### src/rtl/regfile_pkg.sv
// regfile_pkg: shared constants and types for the integer register file.
//   XLEN_DEF / NREGS_DEF : default register width and register count
//   reg_addr_t           : register address type at the default size
//   ZERO_REG             : address of the hard-wired zero register
package regfile_pkg;

   localparam int XLEN_DEF  = 32;
   localparam int NREGS_DEF = 32;

   typedef logic [$clog2(NREGS_DEF)-1:0] reg_addr_t;

   localparam reg_addr_t ZERO_REG = '0;

endpackage

### src/rtl/regfile_busy_tracker.sv
// regfile_busy_tracker: pending-write scoreboard for the register file.
// Holds one busy bit per register, decides whether a reservation is
// accepted, applies flush, and keeps an incremental count of busy bits.
// Ports:
//   clock, reset        clock (rising edge), asynchronous active-low reset
//   wr_en, wr_addr      writeback strobe / address (clears busy)
//   rsv_en, rsv_addr    reservation request / destination (sets busy)
//   flush               clears every busy bit on the edge
//   busy                current busy vector (bit 0 is always 0)
//   rsv_ok              reservation accepted this cycle (combinational)
//   busy_count          registered popcount of busy
module regfile_busy_tracker
   import regfile_pkg::*;
#(
   parameter int NREGS = NREGS_DEF,
   parameter int AW    = $clog2(NREGS)   // derived from NREGS
) (
   input  logic          clock,
   input  logic          reset,
   input  logic          wr_en,
   input  logic [AW-1:0] wr_addr,
   input  logic          rsv_en,
   input  logic [AW-1:0] rsv_addr,
   input  logic          flush,
   output logic [NREGS-1:0] busy,
   output logic          rsv_ok,
   output logic [AW:0]   busy_count
);

   logic [NREGS-1:0] busy_next;
   logic [AW:0]      count_next;
   logic             set_hit;
   logic             clr_hit;
   logic             inc;
   logic             dec;

   // A same-cycle writeback to the reserved register retires the old
   // producer, so the new reservation may take its place.
   assign rsv_ok = (rsv_addr == '0) || !busy[rsv_addr] ||
                   (wr_en && (wr_addr == rsv_addr));

   // Flush suppresses the reservation entirely; the new producer wins over
   // a writeback to the same register.
   assign set_hit = rsv_en && rsv_ok && (rsv_addr != '0) && !flush;
   assign clr_hit = wr_en && (wr_addr != '0) &&
                    !(set_hit && (wr_addr == rsv_addr));

   // Net count change: a set of an already-busy bit only happens when the
   // same register is being written, so it is a no-op for the count.
   assign inc = set_hit && !busy[rsv_addr];
   assign dec = clr_hit && busy[wr_addr];

   always_comb begin
      busy_next = busy;
      if (clr_hit) busy_next[wr_addr] = 1'b0;
      if (set_hit) busy_next[rsv_addr] = 1'b1;
      if (flush)   busy_next = '0;
   end

   always_comb begin
      count_next = busy_count + (AW+1)'(inc) - (AW+1)'(dec);
      if (flush) count_next = '0;
   end

   always_ff @(posedge clock or negedge reset) begin
      if (!reset) begin
         busy       <= '0;
         busy_count <= '0;
      end else begin
         busy       <= busy_next;
         busy_count <= count_next;
      end
   end

endmodule

### src/rtl/regfile_sb.sv
// regfile_sb: integer register file with two combinational read ports,
// optional same-cycle write bypass, and a pending-write scoreboard.
// Register 0 reads as zero, ignores writes and is never busy.
// Ports:
//   clock, reset            clock (rising edge), asynchronous active-low reset
//   rs1_addr / rs2_addr     read addresses
//   rs1_data / rs2_data     read data (combinational)
//   rs1_busy / rs2_busy     addressed register has a pending producer
//   wr_en, wr_addr, wr_data writeback port
//   rsv_en, rsv_addr        reserve a destination for a long-latency op
//   rsv_ok                  reservation accepted (combinational)
//   flush                   clear all busy bits on the edge
//   stall                   decode must stall this cycle
//   busy_count              registered number of busy registers
module regfile_sb
   import regfile_pkg::*;
#(
   parameter int XLEN   = XLEN_DEF,
   parameter int NREGS  = NREGS_DEF,
   parameter int AW     = $clog2(NREGS),   // derived from NREGS
   parameter int BYPASS = 1
) (
   input  logic            clock,
   input  logic            reset,
   input  logic [AW-1:0]   rs1_addr,
   input  logic [AW-1:0]   rs2_addr,
   output logic [XLEN-1:0] rs1_data,
   output logic [XLEN-1:0] rs2_data,
   output logic            rs1_busy,
   output logic            rs2_busy,
   input  logic            wr_en,
   input  logic [AW-1:0]   wr_addr,
   input  logic [XLEN-1:0] wr_data,
   input  logic            rsv_en,
   input  logic [AW-1:0]   rsv_addr,
   output logic            rsv_ok,
   input  logic            flush,
   output logic            stall,
   output logic [AW:0]     busy_count
);

   localparam bit BYP = (BYPASS != 0);

   logic [XLEN-1:0]  regs [NREGS];
   logic [NREGS-1:0] busy;
   logic             wr_live;
   logic             byp1;
   logic             byp2;

   regfile_busy_tracker #(
      .NREGS (NREGS),
      .AW    (AW)
   ) u_busy (
      .clock      (clock),
      .reset      (reset),
      .wr_en      (wr_en),
      .wr_addr    (wr_addr),
      .rsv_en     (rsv_en),
      .rsv_addr   (rsv_addr),
      .flush      (flush),
      .busy       (busy),
      .rsv_ok     (rsv_ok),
      .busy_count (busy_count)
   );

   // regs[0] is never written, so it stays at its reset value of zero.
   assign wr_live = wr_en && (wr_addr != '0);

   always_ff @(posedge clock or negedge reset) begin
      if (!reset) begin
         for (int i = 0; i < NREGS; i++) regs[i] <= '0;
      end else if (wr_live) begin
         regs[wr_addr] <= wr_data;
      end
   end

   assign byp1 = BYP && wr_live && (wr_addr == rs1_addr);
   assign byp2 = BYP && wr_live && (wr_addr == rs2_addr);

   assign rs1_data = byp1 ? wr_data : regs[rs1_addr];
   assign rs2_data = byp2 ? wr_data : regs[rs2_addr];

   // busy[0] is always clear, so address 0 needs no special case here.
   assign rs1_busy = busy[rs1_addr] && !byp1;
   assign rs2_busy = busy[rs2_addr] && !byp2;

   assign stall = rs1_busy || rs2_busy || (rsv_en && !rsv_ok);

endmodule

### config.mk
export PLATFORM = sky130hd
export DESIGN_NAME = regfile_sb
export DESIGN_NICKNAME = d
export VERILOG_FILES = /design/src/rtl/regfile_pkg.sv /design/src/rtl/regfile_busy_tracker.sv /design/src/rtl/regfile_sb.sv
export SDC_FILE = /design/constraint.sdc
export NUM_CORES = 2
export LEC_CHECK = 0
export CORE_ASPECT_RATIO = 0.7
export CORE_MARGIN = 5
export CORE_UTILIZATION = 59
export CTS_BUF_LIST = sky130_fd_sc_hd__clkbuf_4 sky130_fd_sc_hd__clkbuf_8
export DETAILED_ROUTE_END_ITERATION = 7
export PLACE_DENSITY = 0.81
export REMOVE_ABC_BUFFERS = 1
export SYNTH_ARGS = -nofsm -noshare
export SYNTH_HDL_FRONTEND = slang
export SYNTH_HIERARCHICAL = 1
export SYNTH_SLANG_ARGS = --single-unit
### constraint.sdc
create_clock -name clock -period 2.8 [get_ports clock]
set_input_delay 0.28 -clock clock [delete_from_list [all_inputs] [get_ports clock]]
set_output_delay 0.28 -clock clock [all_outputs]
set_load 0.02 [all_outputs]
[Word-level counts from Yosys, hierarchy flattened]
Cells that the tools add are included.
Cells by class
  add/sub/neg operators: 2
  $mul: 0
  div/mod/pow operators: 0
  magnitude comparators: 10
  equality and inequality tests: 3
  shifts and indexed selects: 0
  multiplexer cells: 27
  bitwise operators: 6
  reductions and logical operators: 30
Operator list (count)
  $bwmux 1024: 1
  $bmux 32 s5: 2
  $mux 32: 10
  $demux 32 s5: 1
  $and 32x32->32: 1
  $not 32->32: 1
  $or 32x32->32: 1
  $lt 5x6->1 const B: 4
  $bmux 1 s5: 4
  $ge 6x6->1 const B: 3
  $not 5->6: 3
  $logic_and 1x1->1: 17
  $eq 5x5->1: 3
  $demux 1 s5: 2
  $ge 5x1->1 const B: 2
  $reduce_bool 5->1: 2
  $add 6x1->6: 1
  $logic_not 1->1: 6
  $lt 6x1->1 const B: 1
  $mux 1: 6
  $mux 6: 1
  $sub 6x1->6: 1
  $logic_not 5->1: 1
  $logic_or 1x1->1: 4
Storage, ports and cells
  register bits: 1062
  bits in latches: 0
  bits in writable memories: 0
  memory bits (read-only): 0
  bits of input ports: 57
  output and inout port bits: 74
  logic and storage cells: 112
  memories kept: 0

[Logic depth before layout (Yosys ltp)]
  word-level depth: 15
  depth in mapped cells: 16
  mapped depth without buffers: 14

[By module]
The synthesis kept the hierarchy.
By module, submodules not included
  regfile_sb: times used 1, cells each 3353, area an instance 54984.0 um^2, sequential area each 25624.6 um^2
  regfile_busy_tracker: times used 1, cells each 306, area an instance 2775.2 um^2, sequential area each 950.9 um^2

[Worst setup path after synthesis]
OpenSTA, ideal clock, no wires.
  kind: register to register
  start point: register u_busy.busy[7]
  end point: register u_busy.busy_count[4]
  setup time: 0.132 ns
  arrival time: 2.796 ns
  required time: 2.668 ns
  slack: -0.128 ns
  stages on the path, launching flop included: 14
  buffers on the path: 0
  period minus slack after synthesis: 2.928 ns
  cell sequence: dfrtp_1 -> mux4_1 -> o211ai_1 -> nand4_2 -> or2_2 -> ha_1 -> inv_1 -> ha_1 -> fa_1 -> a21oi_1 -> nor2_1 -> nor2_1 -> xor2_1 -> nor2_1
Between the ends
  cells in the longest elaborated chain, start to end: 14
  elaborated cells between the ends (all ways): 18
  those cells by class: 2 x add/sub; 5 x mux; 11 x reduce/logical
RTL lines
  from (decl): line regfile_busy_tracker.sv:25  | output logic [NREGS-1:0] busy,
  from (signal assigned): line regfile_busy_tracker.sv:70  | busy <= busy_next;
  branches (longest 12 deep; another with $add 6x1->6)
  $sub 6x1->6 *: line regfile_busy_tracker.sv:61  | count_next = busy_count + (AW+1)'(inc) - (AW+1)'(dec);
  $mux 6 *: line regfile_busy_tracker.sv:62  | if (flush) count_next = '0;
  named net u_busy.count_next[4]: line regfile_busy_tracker.sv:31  | logic [AW:0] count_next;
  to (signal assigned): line regfile_busy_tracker.sv:71  | busy_count <= count_next;
  to (decl): line regfile_busy_tracker.sv:27  | output logic [AW:0] busy_count
Mark *: on every way through the listed nets, which the timed path passes. The select of a mux whose other input is x is not followed.
A chain may end at the register's enable or synchronous reset.

[Final worst setup path]
  start point: register regs[414] (netlist name)
  end point: output port rs1_data[30]
Between the ends
  cells in the longest elaborated chain, start to end: 4
RTL lines
  from (decl): line regfile_sb.sv:44  | logic [XLEN-1:0] regs [NREGS];
  from (signal, indexed assignment): line regfile_sb.sv:73  | regs[wr_addr] <= wr_data;
  $bmux 32 s5: line regfile_sb.sv:80  | assign rs1_data = byp1 ? wr_data : regs[rs1_addr];
  $mux 32 (implied by the code) (2 in a row): line regfile_sb.sv:80
  $mux 32: line regfile_sb.sv:80
  to (decl): line regfile_sb.sv:27  | output logic [XLEN-1:0] rs1_data,
No other way between the ends. The select of a mux whose other input is x is not followed.

==> metrics.yaml <==
final_layout:
  final_util_pct: 70.7
  nets: 4128
  final_cell_area_sq_mm: 0.0690
  syn_to_final_growth_pct: 19.4
  drive_above_1_share_pct: 64.1
  stdcell_count: 5515
floorplanning:
  coreArea_sq_mm: 0.0975
  die_area_sq_mm: 0.104
  die_h_um: 272
  start_util_pct: 59.2
  die_width_um: 384
  rows: 96
  ios: 131
worst_setup_path:
  worst_setup_path_end_kind: "output port"
  crit_slowest_cell: "mux4_2"
  crit_path_cell_trace: "mux4_2 -> mux4_2 -> mux2_4 -> mux2_4 -> buf_6"
  path_delay_family: "multiplexers"
  arrival_ns: 3.00
  r2r-start: "u_busy/busy[21]"
  slowest_delay_ns: 0.53
  cp.depth: 5
  cp_num_buf_inv: 1
  cp-start-kind: "flop"
  crit_type: "flop to output port"
  cp_max_fo: 3
  cp-startpoint: "regs[414]"
  crit_required_ns: 2.52
  r2r_cells: 14
placement:
  place_inst: 5171
  postPlaceCellArea_sq_mm: 0.0647
  place.gp.congestion: 0.937
  preCtsSetupSlack_ns: -1.00
  dp.final_hpwl_um: 110000
  port_buffers: 130
drt:
  antenna_left: 0
  wl_per_cell_um: 30.4
  remaining_drc_errors: 0
  dr.pass1.iters: 6
  vias: 37800
  drt_iter0_markers: 4334
  drt-total-wl_um: 168000
  vias_per_cell: 6.86
global_routing:
  grt_pass1_vias: 39200
  grt_overflow: 0
  antenna_found_initial: 1
  grtUsageTotal_pct: 32.6
  grt_pass1_wl_um: 253000
  grt_max_degree: 67
hold_path:
  worstHoldPathCells: 2
  holdCritPathClass: "primary input to flop"
  worstHoldStart: "wr_data[6]"
pwr:
  vdd_drop_max_mv: 0.495
  p_leak_nw: 29.9
  power.density_mw_per_mm2: 663
  finalPower_mw: 45.7
sta:
  setup_violations: 71
  fmax_mhz: 305
  fin_setup_tns_ns: -14.07
  worst_slew_pin_slew_ns: 0.780
  layout_min_cycle_time_ns: 3.28
  finalHoldViolations: 0
  fin_skew_ns: 0.0213
  rsz0062_at_grt: "true"
  finalCritPeriodShare_pct: 117
  slew_viol_final: 0
  max_slew_margin_pct: 47.9
  setup_slack_ns: -0.483
  whs_ns: 0.173
synth:
  synthFlopType: "dfrtp_1"
  synth.area.top_cells: "dfrtp_1 (46%), mux4_2 (26%), mux2_2 (20%), clkbuf_1 (1.8%), mux2i_1 (1.4%)"
  synth.distinct_cells: 54
  synth_most_common_cell: "dfrtp_1"
  yosysTopAreaCellShare_pct: 46.0
  synth_seq_cells: 1062
  netlist_area_sq_mm: 0.0578
  yosysWarningCount: 6
  synthTopCellsByCount: "dfrtp_1 (1062), mux2_2 (1002), mux4_2 (662), clkbuf_1 (272), o21ai_0 (104)"
  async_flop_share_pct: 100
  synth_top_area_cell: "dfrtp_1"
  synth_area_per_cell_sq_um: 15.8
  synth_edf_count: 0
  synth_cells: 3659
  seq_area_frac_synth_pct: 46.0
cts:
  clockBufferDepth: 3
  clock-sinks: 1062
  cts_root_buf: "clkbuf_8"
  clk_pin_slew_ns: 0.06
  cts-buffers-inserted: 161
  clk_latency_ns: 0.87
  cts-htree-levels: 4
  cts_tree: "done"
outcome:
  violations: "negative setup slack"
  status: "complete, but fails checks"
job:
  maxCapViolCount: 0
==> power by group <==
group / switching (mW) / leakage, nW / internal [mW]
Sequential: 2.17 / 13.6 / 18.2
Combinational: 4.29 / 14.4 / 6.90
Clock: 6.36 / 1.90 / 7.83
==> flip-flops by register name (all words and copies together) (netlist names) <==
name and cells:
regs 1024, u_busy/busy 32, u_busy/busy_count 6
==> placed cells by master (no fill, tap or decap), types with 50 or more instances in the layout <==
master	netlist	layout
buf_12	0	149
mux4_2	662	663
nand2_1	98	83
mux2_2	1002	997
buf_4	2	370
clkbuf_4	0	50
dfrtp_1	1062	1055
clkbuf_8	0	216
clkdlybuf4s50_1	0	51
==> cell type report <==
cell class | instances | area [sq um]
tap | 1323 | 1660
inverter | 14 | 55.1
multi-input combinational | 2163 | 30000
antenna | 1 | 2.50
clock inverter | 24 | 234
clock buffer | 266 | 3350
fill | 6134 | 28500
timing repair buffer | 662 | 7080
sequential | 1062 | 26600
==> cell families (layout without fill, tap and decap cells) <==
group	count (synthesis)	after routing	share of synthesized area, %
flip-flops	1062	1062	46.0
AND/OR/NAND/NOR	238	238	2.03
XOR/XNOR	20	20	0.303
AO/OA/AOI/OAI	153	153	1.56
adder cells (fa/ha/maj)	7	7	0.165
buffers and inverters	434	966	3.16
multiplexers	1745	1745	46.8
other	0	1	0
==> final timing paths <==
kind	slack, ns	to
worst min register to register	0.40	regs[992]
worst max-delay path	-0.48	rs1_data[30]
min in group asynchronous	0.19	regs[447]
worst min-delay path	0.17	regs[550]
max in group asynchronous	1.90	regs[553]
worst max register to register	-0.24	u_busy/busy_count[4]
==> timing repair <==
action	4_1_cts	5_1_grt
hold buffers	2	0
hold endpoints to repair	511	0
buffers inserted	34	19
endpoints found under the setup margin	73	73
pin swaps	11	11
gates resized for setup	515	55
==> layer usage <==
| layer | vias up | global-route usage [%] | wire length, um |
|---|---|---|---|
| met5 | - | 0 | 0 |
| met4 | 0 | 12.2 | 6000 |
| met3 | 379 | 10.2 | 19000 |
| met2 | 2271 | 46.5 | 74700 |
| met1 | 20000 | 47.7 | 68200 |
| li1 | 15100 | - | - |
No activity file was read; power rests on OpenSTA's default activity.
